**src/rtl/vga_pkg.sv**
```systemverilog
// Shared VGA frame geometry for the 640x480 pixel path.
// Holds the frame constants and the coordinate type used by every
// screen-composition block. No ports.
package vga_pkg;

  localparam int unsigned H_RES        = 640;
  localparam int unsigned V_RES        = 480;
  localparam int unsigned FRAME_PIXELS = H_RES * V_RES;  // 307200
  localparam int unsigned ADDR_W       = 19;
  localparam int unsigned COORD_W      = 10;

  typedef logic [COORD_W-1:0] coord_t;

endpackage

```
**src/rtl/addr_to_cart_if.sv**
```systemverilog
// Address-in / coordinate-out bundle for addr_to_cart.
//   curAddress  linear pixel address (y*640 + x)
//   addrValid   qualifies curAddress
//   curX/curY   registered column/row
//   coordValid  addrValid delayed one cycle
//   outOfRange  address beyond the visible frame (range-check builds only)
// master: the scan side that drives addresses; slave: the converter.
interface addr_to_cart_if;
  import vga_pkg::*;

  logic [ADDR_W-1:0] curAddress;
  logic              addrValid;
  coord_t            curX;
  coord_t            curY;
  logic              coordValid;
  logic              outOfRange;

  modport master (
    output curAddress, addrValid,
    input  curX, curY, coordValid, outOfRange
  );

  modport slave (
    input  curAddress, addrValid,
    output curX, curY, coordValid, outOfRange
  );

endinterface

```
**src/rtl/div5_u12.sv**
```systemverilog
// Combinational unsigned divide-by-5 of a 12-bit value, 10-bit quotient.
//   dividend_i  12-bit unsigned dividend (0..4095)
//   quotient_o  floor(dividend_i / 5), 0..819
// 819/4096 slightly underestimates 1/5, so the estimate is either exact
// or one short; a single remainder test fixes the short case.
module div5_u12
  import vga_pkg::*;
(
  input  logic [11:0] dividend_i,
  output coord_t      quotient_o
);

  logic [21:0] prod;
  coord_t      q_est;
  logic [12:0] rem;

  assign prod  = {10'd0, dividend_i} * 22'd819;
  assign q_est = coord_t'(prod >> 12);
  assign rem   = {1'b0, dividend_i} - ({3'd0, q_est} * 13'd5);

  assign quotient_o = q_est + {9'd0, (rem >= 13'd5)};

endmodule

```
**src/rtl/addr_to_cart.sv**
```systemverilog
// Registered linear-address to (x, y) converter for the 640x480 frame.
// One clock of latency, one address per clock, no back-pressure.
//   clock   system clock, rising edge
//   resetn  synchronous active-low reset
//   bus     addr_to_cart_if.slave (curAddress/addrValid in,
//           curX/curY/coordValid/outOfRange out)
// Build option ADDR_TO_CART_RANGE_CHECK_EN: flags addresses past the
// visible frame on outOfRange and zeroes their coordinates. Without it
// outOfRange is tied low and out-of-frame addresses give raw q/r.
module addr_to_cart
  import vga_pkg::*;
(
  input  logic           clock,
  input  logic           resetn,
  addr_to_cart_if.slave  bus
);

  coord_t            q;
  coord_t            r;
  logic [ADDR_W-1:0] q_x640;
  logic [ADDR_W-1:0] rem_full;
  coord_t            x_d, y_d;
  coord_t            x_q, y_q;
  logic              valid_q;

  // a/640 == (a/128)/5, so only the upper 12 bits go through the divider.
  div5_u12 u_div5 (
    .dividend_i (bus.curAddress[ADDR_W-1:7]),
    .quotient_o (q)
  );

  // q*640 as q*512 + q*128.
  assign q_x640   = ({9'd0, q} << 9) + ({9'd0, q} << 7);
  assign rem_full = bus.curAddress - q_x640;
  assign r        = coord_t'(rem_full);

`ifdef ADDR_TO_CART_RANGE_CHECK_EN
  logic oor;
  logic oor_q;

  assign oor = (bus.curAddress >= ADDR_W'(FRAME_PIXELS));

  always_comb begin
    x_d = r;
    y_d = q;
    if (oor) begin
      x_d = '0;
      y_d = '0;
    end
  end

  // Held with the coordinates it describes when addrValid is low.
  always_ff @(posedge clock) begin
    if (!resetn) begin
      oor_q <= 1'b0;
    end else if (bus.addrValid) begin
      oor_q <= oor;
    end
  end

  assign bus.outOfRange = oor_q;
`else
  always_comb begin
    x_d = r;
    y_d = q;
  end

  assign bus.outOfRange = 1'b0;
`endif

  always_ff @(posedge clock) begin
    if (!resetn) begin
      x_q     <= '0;
      y_q     <= '0;
      valid_q <= 1'b0;
    end else begin
      valid_q <= bus.addrValid;
      if (bus.addrValid) begin
        x_q <= x_d;
        y_q <= y_d;
      end
    end
  end

  assign bus.curX       = x_q;
  assign bus.curY       = y_q;
  assign bus.coordValid = valid_q;

endmodule

```
**src/flat_wrapper.sv**
```systemverilog
// flat-port wrapper written by rule: the top's interface ports become plain ports
module addr_to_cart_flat import vga_pkg::*;
  (clock, resetn, bus_curAddress, bus_addrValid, bus_curX, bus_curY, bus_coordValid, bus_outOfRange);
  addr_to_cart_if bus_i ();
  input  logic clock;
  input  logic resetn;
  input wire logic [$bits(bus_i.curAddress)-1:0] bus_curAddress;
  input wire logic [$bits(bus_i.addrValid)-1:0] bus_addrValid;
  output wire logic [$bits(bus_i.curX)-1:0] bus_curX;
  output wire logic [$bits(bus_i.curY)-1:0] bus_curY;
  output wire logic [$bits(bus_i.coordValid)-1:0] bus_coordValid;
  output wire logic [$bits(bus_i.outOfRange)-1:0] bus_outOfRange;
  assign bus_i.curAddress = bus_curAddress;
  assign bus_i.addrValid = bus_addrValid;
  assign bus_curX = bus_i.curX;
  assign bus_curY = bus_i.curY;
  assign bus_coordValid = bus_i.coordValid;
  assign bus_outOfRange = bus_i.outOfRange;
  addr_to_cart u_core (.clock(clock), .resetn(resetn), .bus(bus_i));
endmodule
```
**config.mk**
```make
export PLATFORM = sky130hd
export DESIGN_NAME = addr_to_cart_flat
export DESIGN_NICKNAME = d
export VERILOG_FILES = /design/src/rtl/vga_pkg.sv /design/src/rtl/addr_to_cart_if.sv /design/src/rtl/div5_u12.sv /design/src/rtl/addr_to_cart.sv /design/src/flat_wrapper.sv
export SDC_FILE = /design/constraint.sdc
export NUM_CORES = 1
export LEC_CHECK = 0
export BUFFER_PORTS_ARGS = -buffer_cell sky130_fd_sc_hd__buf_2
export CORE_UTILIZATION = 30
export CTS_CLUSTER_SIZE = 30
export DETAILED_ROUTE_END_ITERATION = 16
export HOLD_SLACK_MARGIN = 0.08
export SLEW_MARGIN = 20
export SYNTH_ARGS = -nofsm -noshare
export SYNTH_HDL_FRONTEND = slang
export SYNTH_SLANG_ARGS = --single-unit
export TNS_END_PERCENT = 1
```
**constraint.sdc**
```tcl
create_clock -name clock -period 25.4 [get_ports clock]
set_input_delay 5.08 -clock clock [delete_from_list [all_inputs] [get_ports clock]]
set_output_delay 5.08 -clock clock [all_outputs]
set_load 0.05 [all_outputs]
```
==> results_dict.tcl, run 1 <==
set metrics [dict create \
    final.period_utilization_pct 56.1 \
    drt_iter0_drc 122 \
    fin_skew_ns 0 \
    antenna_found_initial 0 \
    drt-wirelength-per-cell_microns 13.3 \
    regToRegStartpoint "u_core.bus.curX[9]$_SDFFE_PN0P_" \
    insertion_delay_ns 0.24 \
    synth_fp_nets 655 \
    portBuffers 42 \
    r2r_cells 3 \
    period_needed_ns 14.26 \
    start_kind "primary input" \
    die_y_microns 123 \
    grt_usage_pct 13.6 \
    nFillCells 1493 \
    synthArstFlopShare_pct 0 \
    initial_core_util_pct 30.6 \
    vias 3480 \
    postCtsSetupBuffers 0 \
    critical_path_class "primary input to flip-flop" \
    path_max_fanout 8 \
    critPathSlowestCell "fa_1" \
    final_common_cell "inv_1" \
    status "completed" \
    yosys_warnings 0 \
    rrSetupSlack_ns 24.71 \
    ant_nets 0 \
    worstHoldPathType "flip-flop to flip-flop" \
    pin_count 44 \
    fp-row-count 44 \
    cp_common_cell "ha_1" \
    seq_area_frac_synth_pct 9.50 \
    worstReg2RegEnd "u_core.bus.curX[9]$_SDFFE_PN0P_" \
    cts_hold_buf 0 \
    rsz0062_at_grt "no" \
    place.gp.congestion 0.865 \
    final_layout_size_suffix_gt1_share_pct 11.7 \
    die_w_microns 123 \
    cp_data_arrival_time_ns 14.40 \
    slew_violations 0 \
    syn_inst 497 \
    syn_avg_cell_area_sq_um 8.90 \
    worstHoldStart "u_core.bus.curY[4]$_SDFFE_PN0P_" \
    clock_tree.buffer_depth 2 \
    drc 0 \
    finalSetupTns_ns 0 \
    cts.root.buffer_cell "clkbuf_16" \
    nNetsFinal 691 \
    max_cap_viol_count 0 \
    required_ns 25.54 \
    numClockSinks 21 \
    die-area_sq_um 15200 \
    synth_edf_count 0 \
    min_path_cells 1 \
    dr.pass1.iters 4 \
    areaGrowthSynthToFinish_pct 10.2 \
    grt_pass1_wl_microns 16700 \
    gr-total-overflow 0 \
    end_kind "flip-flop" \
    htreeDepth 1 \
    routed_wl_microns 9540 \
    core_region_area_sq_um 14500 \
    cts_tree "done" \
    cts_buffers 3 \
    layout.cells.most_common_list "105 x inv_1, 100 x ha_1, 42 x buf_2" \
    grt_pass1_vias 3669 \
    setup_viol 0 \
    cts_resized 0 \
    grt_max_degree 32 \
    ys_seq_elements 21 \
    dp_hpwl_microns 8290 \
    synth_ff_type "dfxtp_1" \
    hold_viol 0 \
    fmax_mhz 70.1 \
    antenna_cells 0 \
    synthDistinctLibCells 66 \
    tightest_slew_ns 0.819 \
    netlist_area_sq_um 4420 \
    cp_slowest_stage_delay_ns 0.58 \
    vias_per_cell 4.86 \
    slew_headroom_pct 44.8 \
    worstHoldEndpoint "u_core.bus.curY[4]$_SDFFE_PN0P_" \
    clk_pin_slew_ns 0.05 \
]
[cell families after synthesis]
family | Yosys count | share of synthesized area (%)
adders and majority gates | 136 | 44.6
buffers and inverters | 116 | 10.5
and+or+nand+nor | 91 | 12.1
AOI/OAI and AO/OA | 89 | 14.0
xor gates and xnor gates | 32 | 6.65
DFF | 21 | 9.50
muxes | 11 | 2.60
other | 1 | 0.0848
[Yosys cell counts, types with 3 or more instances]
cell | number | area [sq um]
nand4_1 | 6 | 37.5
o211a_1 | 3 | 30.0
nand2_1 | 25 | 93.8
ha_1 | 100 | 1250
a21o_1 | 5 | 37.5
nor2b_1 | 13 | 81.3
a211oi_1 | 3 | 22.5
o21a_1 | 5 | 37.5
dfxtp_1 | 21 | 420
o31ai_1 | 3 | 22.5
nor3b_1 | 3 | 22.5
nand3_1 | 7 | 35.0
fa_1 | 36 | 721
a21oi_1 | 21 | 105
xnor2_1 | 16 | 140
xor2_1 | 15 | 131
o211ai_1 | 3 | 22.5
or3_1 | 4 | 25.0
o21ai_0 | 19 | 95.1
and2_1 | 3 | 18.8
nor2_1 | 10 | 37.5
mux2i_1 | 10 | 100
inv_1 | 105 | 394
clkbuf_1 | 4 | 15.0
nor3_1 | 4 | 20.0
[cell type report]
class | instances | area (sq um) | area share [%]
multi-input combinational | 360 | 3540 | 72.6
sequential | 21 | 420 | 8.63
inverter | 105 | 394 | 8.09
tap | 184 | 230 | 4.72
timing repair buffer | 42 | 210 | 4.31
clock buffer | 4 | 78.8 | 1.62
[flip-flops by register name (all words and copies together), names as in the netlist]
register               flops
u_core.bus.curY           10
u_core.bus.curX           10
u_core.bus.coordValid      1
[layer usage]
| metal | vias up | global-route usage, % | share of wire, % |
|---|---|---|---|
| met5 | - | 0 | 0 |
| met4 | 0 | 3.84 | 3.0 |
| met3 | 18 | 1.11 | 2.4 |
| met2 | 60 | 25.1 | 49 |
| met1 | 1655 | 16.7 | 45 |
| li1 | 1747 | - | - |
[per-stage QoR]
step	hold WS [ns]	std cells	instance area (sq um)	util (%)	setup WS (ns)
2_1_floorplan	0.743	497	4420	-	11.65
3_3_place_gp	0.468	712	4790	33.1	11.01
3_5_place_dp	0.468	712	4790	33.1	10.89
4_1_cts	0.484	716	4870	33.7	11.14
5_1_grt	0.513	716	4870	33.7	10.43
6_report	0.483	716	4870	33.7	11.14
[worst max path at each step]
stage / depth (start not counted) / slack, ns / to / from
after floorplan: 37 / 11.65 / u_core.bus.curX[9]$_SDFFE_PN0P_ / bus_curAddress[8]
after detailed placement: 37 / 10.89 / u_core.bus.curX[9]$_SDFFE_PN0P_ / bus_curAddress[10]
after CTS: 37 / 11.14 / u_core.bus.curX[9]$_SDFFE_PN0P_ / bus_curAddress[10]
after global placement: 37 / 11.01 / u_core.bus.curX[9]$_SDFFE_PN0P_ / bus_curAddress[10]
final: 37 / 11.14 / u_core.bus.curX[9]$_SDFFE_PN0P_ / bus_curAddress[10]
after global routing: 38 / 10.43 / u_core.bus.curX[9]$_SDFFE_PN0P_ / bus_curAddress[8]
[worst max-delay path: cells and delay by family]
| family | cells | cell delay [ns] |
|---|---|---|
| buf+inv | 5 | 0.42 |
| compound gates | 9 | 2.07 |
| simple gates | 5 | 0.85 |
| fa+ha+maj | 13 | 5.12 |
| xor+xnor | 4 | 0.76 |
| mux | 1 | 0.08 |
Power of run 1 is not shown: default switching activity piles up to over one toggle a cycle in this logic, so the estimate is an artifact.
==> inputs of run 2 (changes only) <==
ABC_AREA = 1   (was not set)
clock period = 13.4 ns   (was 25.4 ns; I/O delays follow)
==> run 2 against run 1 <==
Net effect:
- setup slack lost 8.7 ns
- clock skew stayed put
- critical path type unchanged
- count of clock-buffer cells in the layout down 1
- die area rose by 9.1%
- utilization is 0.21 points higher
- first-iteration DRC count rose by 38%
- design area increased by 10%
- flip-flop and latch count stayed put
- global-route usage up 0.78 points
==> results_dict.tcl, run 2 <==
set metrics [dict create \
    clock_tree.buffer_depth 2 \
    portBuffers 42 \
    routed_wl_microns 11300 \
    drt-wirelength-per-cell_microns 11.7 \
    final.period_utilization_pct 81.6 \
    synth_most_common_cell "inv_1" \
    syn_inst 708 \
    core_region_area_sq_um 15800 \
    critPathSlowestCell "fa_1" \
    pin_count 44 \
    yosys-top-cells-count "172 x inv_1, 158 x nand2_1, 100 x ha_1" \
    grt_pass1_wl_microns 19200 \
    clk_pin_slew_ns 0.06 \
    postCtsSetupBuffers 0 \
    synth_fp_nets 866 \
    drt_iter0_drc 168 \
    yosys-top-cells-area "ha_1 26%, fa_1 15%, inv_1 13%, nand2_1 12%, dfxtp_1 8.7%" \
    dp_hpwl_microns 10200 \
    die-area_sq_um 16600 \
    cts_tree "done" \
    cts.root.buffer_cell "clkbuf_16" \
    max_cap_viol_count 0 \
    syn_avg_cell_area_sq_um 6.83 \
    synthArstFlopShare_pct 0 \
    dr.pass1.iters 5 \
    r2r_cells 3 \
    cts_hold_buf 0 \
    netlist_area_sq_um 4830 \
    vias 4195 \
    cp.depth 41 \
    worstHoldPathType "flip-flop to flip-flop" \
    path_max_fanout 5 \
    synth_ff_type "dfxtp_1" \
    required_ns 13.55 \
    numClockSinks 21 \
    insertion_delay_ns 0.25 \
    cp_common_cell "ha_1" \
    setup_viol 0 \
    slew_violations 0 \
    end_kind "flip-flop" \
    synthDistinctLibCells 32 \
    yosys_warnings 0 \
    antenna_cells 0 \
    synth_top_area_share_pct 25.9 \
    hold_viol 0 \
    critPathBufInv 6 \
    ys_seq_elements 21 \
    die_y_microns 129 \
    fp-row-count 46 \
    antenna_found_initial 0 \
    synth.largest_area_cell "ha_1" \
    final_layout_size_suffix_gt1_share_pct 9.22 \
    final_common_cell "inv_1" \
    grt_usage_pct 14.4 \
    vias_per_cell 4.35 \
    areaGrowthSynthToFinish_pct 10.9 \
    cp_slowest_stage_delay_ns 0.58 \
    synth_edf_count 0 \
    gr-total-overflow 0 \
    seq_area_frac_synth_pct 8.70 \
    ant_nets 0 \
    htreeDepth 1 \
    fmax_mhz 91.4 \
    grt_pass1_vias 4047 \
    grt_max_degree 29 \
    finalSetupTns_ns 0 \
    drc 0 \
    cts_resized 0 \
    period_needed_ns 10.94 \
    rsz0062_at_grt "no" \
    nFillCells 1769 \
    cp_data_arrival_time_ns 11.09 \
    start_kind "primary input" \
    min_path_cells 2 \
    critical_path_class "primary input to flip-flop" \
    layout.cells.most_common_list "172 x inv_1, 158 x nand2_1, 100 x ha_1" \
    die_w_microns 129 \
    place.gp.congestion 0.872 \
    fin_skew_ns 0 \
    cts_buffers 3 \
    initial_core_util_pct 30.5 \
    nNetsFinal 907 \
    status "completed" \
    cp_top_family "adder cells" \
]
==> run 2: changes by cell type after synthesis, moves of 7 or more <==
cell / previous run / this run
nand2_1: 25 / 158
inv_1: 105 / 172
nor2_1: 10 / 54
nand3_1: 7 / 36
nor2b_1: 13 / 0
xnor2_1: 16 / 4
mux2i_1: 10 / 0
nor2_2: 0 / 7
==> run 2: area by class of cell <==
| cell class | instances | area [sq um] | share of cell area, % |
|---|---|---|---|
| clock inverters | 1 | 5.00 | 0.0934 |
| well taps | 216 | 270 | 5.04 |
| inverters | 175 | 657 | 12.3 |
| multi-input cells | 506 | 3720 | 69.4 |
| flip-flops and latches | 21 | 420 | 7.84 |
| repair buffers | 42 | 210 | 3.92 |
| clock buffers | 3 | 75.1 | 1.40 |
==> run 2: path summary, 6_finish.rpt <==
kind / startpoint / to / slack (ns)
worst max-delay path: bus_curAddress[8] / u_core.bus.curX[9]$_SDFFE_PN0P_ / 2.46
worst min-delay path: u_core.bus.curY[5]$_SDFFE_PN0P_ / u_core.bus.curY[5]$_SDFFE_PN0P_ / 0.46
worst max register to register: u_core.bus.curX[9]$_SDFFE_PN0P_ / u_core.bus.curX[9]$_SDFFE_PN0P_ / 12.69
worst min register to register: u_core.bus.curY[5]$_SDFFE_PN0P_ / u_core.bus.curY[5]$_SDFFE_PN0P_ / 0.46
==> run 2: kinds of logic after synthesis <==
group,Yosys count,synth area share (%)
adders and majority gates,136,40.8
buffers and inverters,181,14.3
AOI/OAI and AO/OA,60,6.65
xor gates and xnor gates,20,3.62
DFF,21,8.70
other,1,0.0776
and+or+nand+nor,289,25.9
==> run 2: tightest hold or removal path, cell delays in order (launching register included) <==
cell,delay (ns)
dfxtp_1,0.30
nand2_1,0.06
a21oi_1,0.05
==> run 2: per-layer routing <==
layer  vias up  part of all wire (%)  global-route usage, %
met5         -                     0                      0
met4         0                  0.16                  0.900
met3         4                   2.1                  0.665
met2        38                    49                   26.2
met1      1896                    48                   19.5
li1       2257                     -                      -
==> run 2: stage by stage <==
stage | cell area, sq um | instances | hold WS, ns | utilization [%] | setup WS, ns
floorplan | 4830 | 708 | 0.687 | - | 3.11
global placement | 5280 | 960 | 0.457 | 33.4 | 2.22
detailed placement | 5280 | 960 | 0.456 | 33.4 | 2.26
CTS | 5360 | 964 | 0.466 | 33.9 | 2.47
global route | 5360 | 964 | 0.504 | 33.9 | 1.80
finish | 5360 | 964 | 0.463 | 33.9 | 2.46
Power of run 2 is left out for the same reason.
==> inputs of run 3 (changes only) <==
clock period = 10.5 ns   (was 13.4 ns; I/O delays follow)
==> run 3 against run 2 <==
Net effect:
- global-route usage up 0.62 points
- setup slack worse by 1.9 ns
- sequential share of layout area down 0.37 points
- cell count up 0.93%
- register-to-register slack worse by 2.9 ns
- routed wire length up 4.0%
- via count up 2.4%
- worst hold slack better by 0.023 ns
- design area up 5.0%
- critical path depth up 4
- count of clock-buffer cells in the layout unchanged
- clock skew unchanged
==> results_dict.tcl, run 3 (same netlist as run 2, synthesis figures left out) <==
set metrics [dict create \
    status "completed" \
    drt-wirelength-per-cell_microns 12.1 \
    worstHoldPathType "flip-flop to flip-flop" \
    pin_count 44 \
    final_cell_count_no_fill 973 \
    cp-startpoint "bus_curAddress[9]" \
    rrSetupSlack_ns 9.79 \
    wl_met1_microns 5540 \
    start_kind "primary input" \
    fin_skew_ns 0 \
    areaGrowthSynthToFinish_pct 16.4 \
    dp_slack_ns 0.0769 \
    required_ns 10.65 \
    grt_max_degree 29 \
    portBuffers 42 \
    antenna_cells 0 \
    die_w_microns 129 \
    final_layout_size_suffix_gt1_share_pct 13.5 \
    final.period_utilization_pct 95.1 \
    layout.cells.most_common_list "171 x inv_1, 155 x nand2_1, 88 x ha_1" \
    worstHoldStart "u_core.bus.curY[5]$_SDFFE_PN0P_" \
    clk_pin_slew_ns 0.06 \
    critPathSlowestCell "fa_1" \
    worstHoldEndpoint "u_core.bus.curY[5]$_SDFFE_PN0P_" \
    drc 0 \
    slew_violations 0 \
    cts_tree "done" \
    core_region_area_sq_um 15800 \
    ant_nets 0 \
    insertion_delay_ns 0.25 \
    nFillCells 1691 \
    period_needed_ns 9.98 \
    hold_viol 0 \
    grt_usage_pct 15.0 \
    drt_iter0_drc 215 \
    critical_path_class "primary input to flip-flop" \
    worst_slack_ns 0.519 \
    cts.root.buffer_cell "clkbuf_16" \
    initial_core_util_pct 30.5 \
    routed_wl_microns 11800 \
    numClockSinks 21 \
    dr_wl_met2_microns 5800 \
    met3_length_microns 246 \
    dp_hpwl_microns 10400 \
    regToRegStartpoint "u_core.bus.curX[9]$_SDFFE_PN0P_" \
    cp_data_arrival_time_ns 10.13 \
    cp_slowest_stage_delay_ns 0.57 \
    path_max_fanout 4 \
    final_common_cell "inv_1" \
    die-area_sq_um 16600 \
    max_cap_viol_count 0 \
    fp-row-count 46 \
    gr-total-overflow 0 \
    worstReg2RegEnd "u_core.bus.curX[9]$_SDFFE_PN0P_" \
    fmax_mhz 100 \
    maxUsedRoutingLayer "met4" \
    nNetsFinal 916 \
    clock_tree.buffer_depth 2 \
    r2r_cells 3 \
    place.gp.congestion 0.908 \
    grt_pass1_wl_microns 20100 \
    setup_viol 0 \
    cts_buffers 3 \
    vias 4296 \
    grt_pass1_vias 4209 \
    antenna_found_initial 0 \
    dr.pass1.iters 4 \
    end_kind "flip-flop" \
    cp_common_cell "nand2_1" \
    min_path_cells 2 \
    htreeDepth 1 \
    die_y_microns 129 \
    vias_per_cell 4.42 \
    dp_cells 968 \
]
[run 3: through the flow]
stage | util, % | TNS, ns | cell area (sq um) | hold slack [ns]
after floorplan | - | 0 | 4830 | 0.687
after global placement | 33.7 | 0 | 5340 | 0.455
after detailed placement | 33.7 | 0 | 5340 | 0.478
after CTS | 34.2 | 0 | 5420 | 0.495
after global routing | 35.6 | -0.0126 | 5630 | 0.507
final | 35.6 | 0 | 5630 | 0.486
[run 3: per-layer routing]
metal,vias up,track usage [%]
met5,-,0
met4,0,2.08
met3,10,0.541
met2,57,27.3
met1,1948,20.1
li1,2281,-
[run 3: critical path: cells and delay by family]
family	cells	cell delay (ns)
compound gates	3	0.54
xor+xnor	4	0.61
fa+ha+maj	13	4.87
buf+inv	8	0.54
simple gates	17	1.49
[run 3: worst max path at each step]
stage,end,slack [ns],cells past startpoint
final,u_core.bus.curX[9]$_SDFFE_PN0P_,0.52,45
after global routing,u_core.bus.curX[9]$_SDFFE_PN0P_,-0.01,45
after CTS,u_core.bus.curX[9]$_SDFFE_PN0P_,0.28,46
after detailed placement,u_core.bus.curX[9]$_SDFFE_PN0P_,0.08,46
after global placement,u_core.bus.curX[9]$_SDFFE_PN0P_,0.16,46
after floorplan,u_core.bus.curX[9]$_SDFFE_PN0P_,0.79,45
[run 3: final cells by class]
type / count / area, sq um / share of cell area (%)
well taps: 216 / 270 / 4.80
clock inverters: 1 / 5.00 / 0.0889
repair buffers: 51 / 280 / 4.98
multi-input cells: 506 / 3920 / 69.7
inverters: 175 / 657 / 11.7
flip-flops and latches: 21 / 420 / 7.47
clock buffers: 3 / 75.1 / 1.33
[run 3: timing repair]
item | 4_1_cts | 5_1_grt
gates resized for setup | 0 | 32
setup buffers | 0 | 1
hold buffers | 0 | 0
endpoints found under the setup margin | 0 | 1
Power of run 3 is left out for the same reason.
